[config.mk]
export PLATFORM = sky130hd
export DESIGN_NAME = teng_link_sequencer
export DESIGN_NICKNAME = d
export VERILOG_FILES = /design/src/rtl/teng_link_sequencer.sv
export SDC_FILE = /design/constraint.sdc
export NUM_CORES = 1
export LEC_CHECK = 0
export ABC_AREA = 1
export BUFFER_PORTS_ARGS = -buffer_cell sky130_fd_sc_hd__clkbuf_2
export CAP_MARGIN = 5
export CORE_UTILIZATION = 45
export DETAILED_ROUTE_END_ITERATION = 12
export PLACE_DENSITY_LB_ADDON = 0.08
export SKIP_LAST_GASP = 1
export SLEW_MARGIN = 20
export SYNTH_ARGS = -nofsm -noshare
export SYNTH_HDL_FRONTEND = slang
export SYNTH_SLANG_ARGS = --single-unit
[constraint.sdc]
create_clock -name sys_clk_i -period 4.4 [get_ports sys_clk_i]
set_input_delay 1.32 -clock sys_clk_i [delete_from_list [all_inputs] [get_ports sys_clk_i]]
set_output_delay 1.32 -clock sys_clk_i [all_outputs]
set_load 0.02 [all_outputs]
[src/rtl/teng_link_sequencer.sv]
// Bring-up and recovery sequencer for the 10G PHY/MAC pair: PHY reset, PMA-ready wait,
// per-lane link wait, link supervision and bounded retry with a parked FAIL state.
module teng_link_sequencer #(
  parameter int unsigned NUMBER_OF_LANES = 2,
  parameter int unsigned RST_CYCLES      = 1000,
  parameter int unsigned PMA_TIMEOUT     = 100000,
  parameter int unsigned LINK_TIMEOUT    = 1000000,
  parameter int unsigned DROP_CYCLES     = 64,
  parameter int unsigned MAX_RETRIES     = 3
) (
  input  logic                       sys_clk_i,
  input  logic                       sys_reset_i,
  input  logic                       restart_i,
  input  logic                       pma_tx_ready_i,
  input  logic                       pma_rx_ready_i,
  input  logic [NUMBER_OF_LANES-1:0] link_up_i,
  output logic                       phy_reset_o,
  output logic                       mac_reset_o,
  output logic                       link_ok_o,
  output logic                       fail_o,
  output logic [3:0]                 retry_cnt_o,
  output logic [2:0]                 state_o
);

  typedef enum logic [2:0] {
    ST_PHY_RST   = 3'd0,
    ST_WAIT_PMA  = 3'd1,
    ST_WAIT_LINK = 3'd2,
    ST_UP        = 3'd3,
    ST_FAIL      = 3'd4
  } state_t;

  localparam int unsigned MAX_AB = (RST_CYCLES > PMA_TIMEOUT) ? RST_CYCLES : PMA_TIMEOUT;
  localparam int unsigned MAX_CD = (LINK_TIMEOUT > DROP_CYCLES) ? LINK_TIMEOUT : DROP_CYCLES;
  localparam int unsigned MAX_C  = (MAX_AB > MAX_CD) ? MAX_AB : MAX_CD;
  localparam int unsigned CNT_W  = $clog2(MAX_C) + 1;
  localparam int unsigned SYNC_W = NUMBER_OF_LANES + 2;

  localparam logic [CNT_W-1:0] RST_LAST  = CNT_W'(RST_CYCLES - 1);
  localparam logic [CNT_W-1:0] PMA_LAST  = CNT_W'(PMA_TIMEOUT - 1);
  localparam logic [CNT_W-1:0] LINK_LAST = CNT_W'(LINK_TIMEOUT - 1);
  localparam logic [CNT_W-1:0] DROP_LAST = CNT_W'(DROP_CYCLES - 1);
  localparam logic [3:0]       RETRY_MAX = 4'(MAX_RETRIES);

  state_t             state_q, state_d;
  logic [CNT_W-1:0]   cnt_q, cnt_d;
  logic [3:0]         retry_q, retry_d;
  logic [SYNC_W-1:0]  sync1_q, sync2_q;
  logic               phy_reset_q, mac_reset_q, link_ok_q, fail_q;
  logic               rdy, all_up, fail_ev;

  always_ff @(posedge sys_clk_i or posedge sys_reset_i) begin
    if (sys_reset_i) begin
      sync1_q <= '0;
      sync2_q <= '0;
    end else begin
      sync1_q <= {pma_tx_ready_i, pma_rx_ready_i, link_up_i};
      sync2_q <= sync1_q;
    end
  end

  assign rdy    = sync2_q[SYNC_W-1] & sync2_q[SYNC_W-2];
  assign all_up = &sync2_q[NUMBER_OF_LANES-1:0];

  // In UP the cycle counter doubles as the consecutive-drop counter.
  always_comb begin
    state_d = state_q;
    cnt_d   = (cnt_q == '1) ? cnt_q : cnt_q + CNT_W'(1);
    retry_d = retry_q;
    fail_ev = 1'b0;
    if (restart_i) begin
      state_d = ST_PHY_RST;
      cnt_d   = '0;
      retry_d = '0;
    end else begin
      unique case (state_q)
        ST_PHY_RST: begin
          if (cnt_q == RST_LAST) begin
            state_d = ST_WAIT_PMA;
            cnt_d   = '0;
          end
        end
        ST_WAIT_PMA: begin
          if (rdy) begin
            state_d = ST_WAIT_LINK;
            cnt_d   = '0;
          end else if (cnt_q == PMA_LAST) begin
            fail_ev = 1'b1;
          end
        end
        ST_WAIT_LINK: begin
          if (all_up) begin
            state_d = ST_UP;
            cnt_d   = '0;
            retry_d = '0;
          end else if (!rdy || cnt_q == LINK_LAST) begin
            fail_ev = 1'b1;
          end
        end
        ST_UP: begin
          if (!rdy) begin
            fail_ev = 1'b1;
          end else if (all_up) begin
            cnt_d = '0;
          end else if (cnt_q == DROP_LAST) begin
            fail_ev = 1'b1;
          end
        end
        ST_FAIL: cnt_d = cnt_q;
        default: begin
          state_d = ST_PHY_RST;
          cnt_d   = '0;
        end
      endcase
    end
    if (fail_ev) begin
      cnt_d = '0;
      if (retry_q < RETRY_MAX) begin
        retry_d = retry_q + 4'd1;
        state_d = ST_PHY_RST;
      end else begin
        state_d = ST_FAIL;
      end
    end
  end

  always_ff @(posedge sys_clk_i or posedge sys_reset_i) begin
    if (sys_reset_i) begin
      state_q     <= ST_PHY_RST;
      cnt_q       <= '0;
      retry_q     <= '0;
      phy_reset_q <= 1'b1;
      mac_reset_q <= 1'b1;
      link_ok_q   <= 1'b0;
      fail_q      <= 1'b0;
    end else begin
      state_q     <= state_d;
      cnt_q       <= cnt_d;
      retry_q     <= retry_d;
      phy_reset_q <= (state_d == ST_PHY_RST) || (state_d == ST_FAIL);
      mac_reset_q <= (state_d == ST_PHY_RST) || (state_d == ST_WAIT_PMA);
      link_ok_q   <= (state_d == ST_UP);
      fail_q      <= (state_d == ST_FAIL);
    end
  end

  assign phy_reset_o = phy_reset_q;
  assign mac_reset_o = mac_reset_q;
  assign link_ok_o   = link_ok_q;
  assign fail_o      = fail_q;
  assign retry_cnt_o = retry_q;
  assign state_o     = state_q;

endmodule

==> results <==
- Counting cells, the worst reg-to-reg path comes to 7.
- Summed over all instances, the cell type with the most area after synthesis is sky130_fd_sc_hd__dfrtp_1.
- The total routing resource utilization after global routing is about 23%.
- The synthesis warning total is 0.
- Data on the critical path arrives at its endpoint at between 0.9 and 1 ns.
- The startpoint identified for the worst register-to-register timing path is cnt_q[0].
- The first-pass GRT wire length is between 10000 and 15000 um.
- Combinational cells account for roughly 4% of the total power.
- The xor/xnor share of the synthesized area is under 10%.
- The number of antenna violations at the first check in global routing was 0.
- In this run the remaining antenna-violating nets after routing total 0.
- After Yosys synthesis, full adders, half adders and majority gates account for 0.999% of the synthesized area.
- The power density over the cells is 245 nW/um2.
- The net switching power figure is 160 uW.
- Clock-pin slew was measured on the worst setup and hold paths at 0.08 ns.
- IR analysis of the VDD net gives a maximum drop of 0.000203 V.
- Counting flops with a built-in enable in the synthesized netlist gives 0.
- For the pin with the worst max-slew slack, the measured transition is 0.859 ns.
- The post-route minimum period is 2.31 ns.
- The source-to-sink clock delay at the later pin of the worst-skew pair is 0.30 ns.
- The total area inside the core boundary comes to 5240 um2.
- For this design the static power due to leakage is 0.00139 uW.
- In the synthesized netlist, the number of instances is approximately 320.
- From left edge to right edge, the die measures 76.6 um.
- The least setup slack across all paths after layout is 2.09 ns.
- By area the synthesized netlist is led by sky130_fd_sc_hd__dfrtp_1 38%, sky130_fd_sc_hd__nand2_1 11%, sky130_fd_sc_hd__inv_1 5.8%.
- In this run the number of H-tree levels came out at 2.
- In this run, the number of DRC markers left after iteration 0 of detailed routing was between 150 and 200.
- The worst setup skew after layout is between 0.007 and 0.008 ns.
- Summing the areas of all compound-gate instances in the mapped netlist gives 5.79% of the synthesized area.
- Setup repair after global routing left no endpoint under its margin.
- In the final layout, the share of cells above drive strength 1 is between 10% and 20%.
- Together, buffers and inverters on the worst path number 1.
- After synthesis, the largest family of logic cells by area is simple AND/OR/NAND/NOR gates.
- The worst setup path is launched from a flip-flop.
- After detailed routing, the number of vias per cell comes to around 5.3.
- Multiplexer cells account for less than 1% of the synthesized area.
- The most frequent cell after synthesis is sky130_fd_sc_hd__nand2_1.
- The area of the die is 5870 um2.
- The mapped netlist covers 2500 um2.
- The top-area cell type share of the netlist area is a little under two fifths.
- The fraction of the mapped netlist area in simple logic gates is about two fifths.
- The commonest cells after synthesis are 73 x sky130_fd_sc_hd__nand2_1, 39 x sky130_fd_sc_hd__inv_1, 38 x sky130_fd_sc_hd__dfrtp_1, 38 x sky130_fd_sc_hd__nor2_1, 24 x sky130_fd_sc_hd__nand3_1.
- The worst path uses 52.5% of the clock period.
- The fraction of synthesis flops using an asynchronous set or reset pin is 100%.
- Each instance of the synthesized netlist takes up on average 7.78 um2.
- The number of different library cells used by synthesis comes to 36.
- Global routing finished with a remaining overflow of 0.
- The total CTS buffers is 5.
- The critical path goes through clkbuf_2.
- The number of rows created at floorplan is 26.
- Among cell families on the critical path, the largest total delay comes from flip-flops.
- Counting every net in the synthesized netlist gives 331.
- The share of total power dissipated in sequential elements is 56.6%.
- The count of cells in the finished layout, fillers not included, comes to around 410.
- The capture endpoint of the worst hold path is sync2_q[2].
- The count of cells resized by post-cts repair is 0.
- Net switching is 23.9% of the power.
- 18 I/O pins were placed.
- The met1 capacity usage during global routing is 31.5%.
- The max-slew violation count was 0.
- The tightest min-delay check is of the reg -> reg type.
- The first detailed-routing pass ran for 4 iterations.
- Measured on the finished design, the core utilization comes to 52.0%.
- The final weighted congestion of routability-driven global placement is 0.909.
- The reg-to-reg critical path endpoint is cnt_q[20].
- The total vias in the final route is 2175.
- The maximum buffer depth of the clock tree is 2.
- The number of hold-slack violations in the final timing report was 0.
- The post-synthesis to final-layout area growth is 8.79%.
- The flow ran to the end, and the final reports show no timing, DRC or antenna violations.
- The count of hold buffers inserted by post-cts repair is 0.
- The register bit count reported by yosys is 40.
- The cell at the root of the clock tree is sky130_fd_sc_hd__clkbuf_8.
- The layer flagged by global routing as most heavily used is met2.
- Static timing analysis puts the maximum clock frequency at 433 MHz.
- The number of nets in the layout is 350.
- The internal power of the cells totals 508 uW.
- The worst-path cell with the longest stage delay is sky130_fd_sc_hd__dfstp_2.
- The number of max-capacitance violations reported is 0.
- The startpoint identified for the worst hold timing path is sync1_q[2].
- The post-CTS setup repair buffer count is 0.
- The peak per-stage delay on the critical path is around 0.53 ns.
- The worst hold path passes through 0 cells.
- For this run, the register share of the synthesized area comes to 40.1%.
- The number of antenna diodes in the final layout is 0.
- The largest net degree at the start of global routing is 23.
- For met3 alone, demand over resource in global routing was under 10%.
- Setup violations remaining at the end of the flow were counted as 0.
- The largest fanout on the critical path is 1.
- The overall power consumption is 668 uW.
- After detailed routing, the average wire length per cell comes to 14.2 um.
- The worst setup path is of the reg -> out kind.
- The setup TNS is 0 ns.
- The worst setup path is captured at an output pin.
- The most used flip-flop cell after synthesis is sky130_fd_sc_hd__dfrtp_1.
- The count of placed standard cells including taps is just over 400.
- The aggregate routed wire length is 5870 um.
- During placement, the flow inserted port buffers numbering 17.
- The estimated wirelength of the detail-placed design is about 4300 um.
- Headroom to the max-slew limit came out at 42.7%.
- At the worst endpoint, the required time is 3.08 ns.
- The sink count of the clock tree is 40.
- The register-to-register setup slack is 2.11 ns.
- Timing analysis after detailed placement gives a worst setup slack of 2.00 ns.
- The clock tree from TritonCTS is built.
- In the routed design, unresolved DRC markers number 0.
- For this run, global-route usage on met2 was measured as 36.0%.
- The clock network is responsible for 39.2% of the overall power.
- The via count of the first global-routing pass came to 2116.
- The floorplan step set the die height to 76.6 um.
- For this configuration, the core starts out at a cell density of 47.8%.
==> layout make-up <==
| class | count | area, um2 |
|---|---|---|
| Clock buffer | 6 | 82.6 |
| Clock inverter | 2 | 15.0 |
| Fill cell | 512 | 2510 |
| Inverter | 47 | 176 |
| Multi-Input combinational cell | 228 | 1260 |
| Sequential cell | 40 | 1000 |
| Tap cell | 70 | 87.6 |
| Timing Repair Buffer | 19 | 100 |
==> cells by family after synthesis <==
logic type / Yosys count
AND/OR/NAND/NOR: 188
buffers and inverters: 54
flip-flops: 40
AO/OA/AOI/OAI: 26
XOR/XNOR: 11
adder cells (fa/ha/maj): 2
multiplexers: 1
==> state kept, by name (all words and copies together) (netlist names) <==
name	count
cnt_q	21
fail_o	1
link_ok_o	1
mac_reset_o	1
phy_reset_o	1
retry_cnt_o	4
state_o	3
sync1_q	4
sync2_q	4
==> per-layer routing <==
layer / part of all wire, % / wire length [um]
met1: 48 / 2800
met5: 0 / 0
met4: 1.3 / 75
met2: 45 / 2650
met3: 5.8 / 338
==> power groups by stage <==
| stage | clock network [uW] | registers, uW | logic (uW) |
|---|---|---|---|
| floorplan | 0 | 383 | 22.5 |
| global placement | 0 | 385 | 28.1 |
| detailed placement | 0 | 385 | 28.7 |
| CTS | 271 | 378 | 28.7 |
| global route | 286 | 379 | 32.1 |
| finish | 262 | 378 | 27.7 |
==> worst max path at each step <==
stage	start	to	slack [ns]	cells after the start
4_1_cts	mac_reset_o	mac_reset_o	2.08	1
3_5_place_dp	restart_i	cnt_q[9]	2.00	5
5_1_grt	cnt_q[0]	cnt_q[20]	1.98	7
6_report	mac_reset_o	mac_reset_o	2.09	1
3_3_place_gp	restart_i	mac_reset_o	2.05	6
2_1_floorplan	sys_reset_i	cnt_q[0]	2.17	1
==> layout by cell type, fill, tap and decap left out, types with 3 or more instances in the layout <==
master,count
sky130_fd_sc_hd__nand2_1,73
sky130_fd_sc_hd__inv_1,39
sky130_fd_sc_hd__nor2_1,38
sky130_fd_sc_hd__dfrtp_1,38
sky130_fd_sc_hd__nand3_1,24
sky130_fd_sc_hd__clkbuf_2,17
sky130_fd_sc_hd__nor3_1,14
sky130_fd_sc_hd__nand4_1,13
sky130_fd_sc_hd__o21ai_0,12
sky130_fd_sc_hd__inv_2,8
sky130_fd_sc_hd__xor2_1,8
sky130_fd_sc_hd__nand4_2,7
sky130_fd_sc_hd__o21ai_1,7
sky130_fd_sc_hd__nand2_2,6
sky130_fd_sc_hd__clkbuf_8,6
sky130_fd_sc_hd__nand3_4,3
sky130_fd_sc_hd__nand3_2,3
sky130_fd_sc_hd__xnor2_1,3
==> per-stage QoR <==
step | instance area [um2] | hold slack, ns
after floorplan | 2500 | 0.331
after global placement | 2630 | 0.332
after detailed placement | 2630 | 0.336
after CTS | 2730 | 0.355
after global routing | 2730 | 0.367
final | 2730 | 0.353
Power figures use the tool's default switching activity.
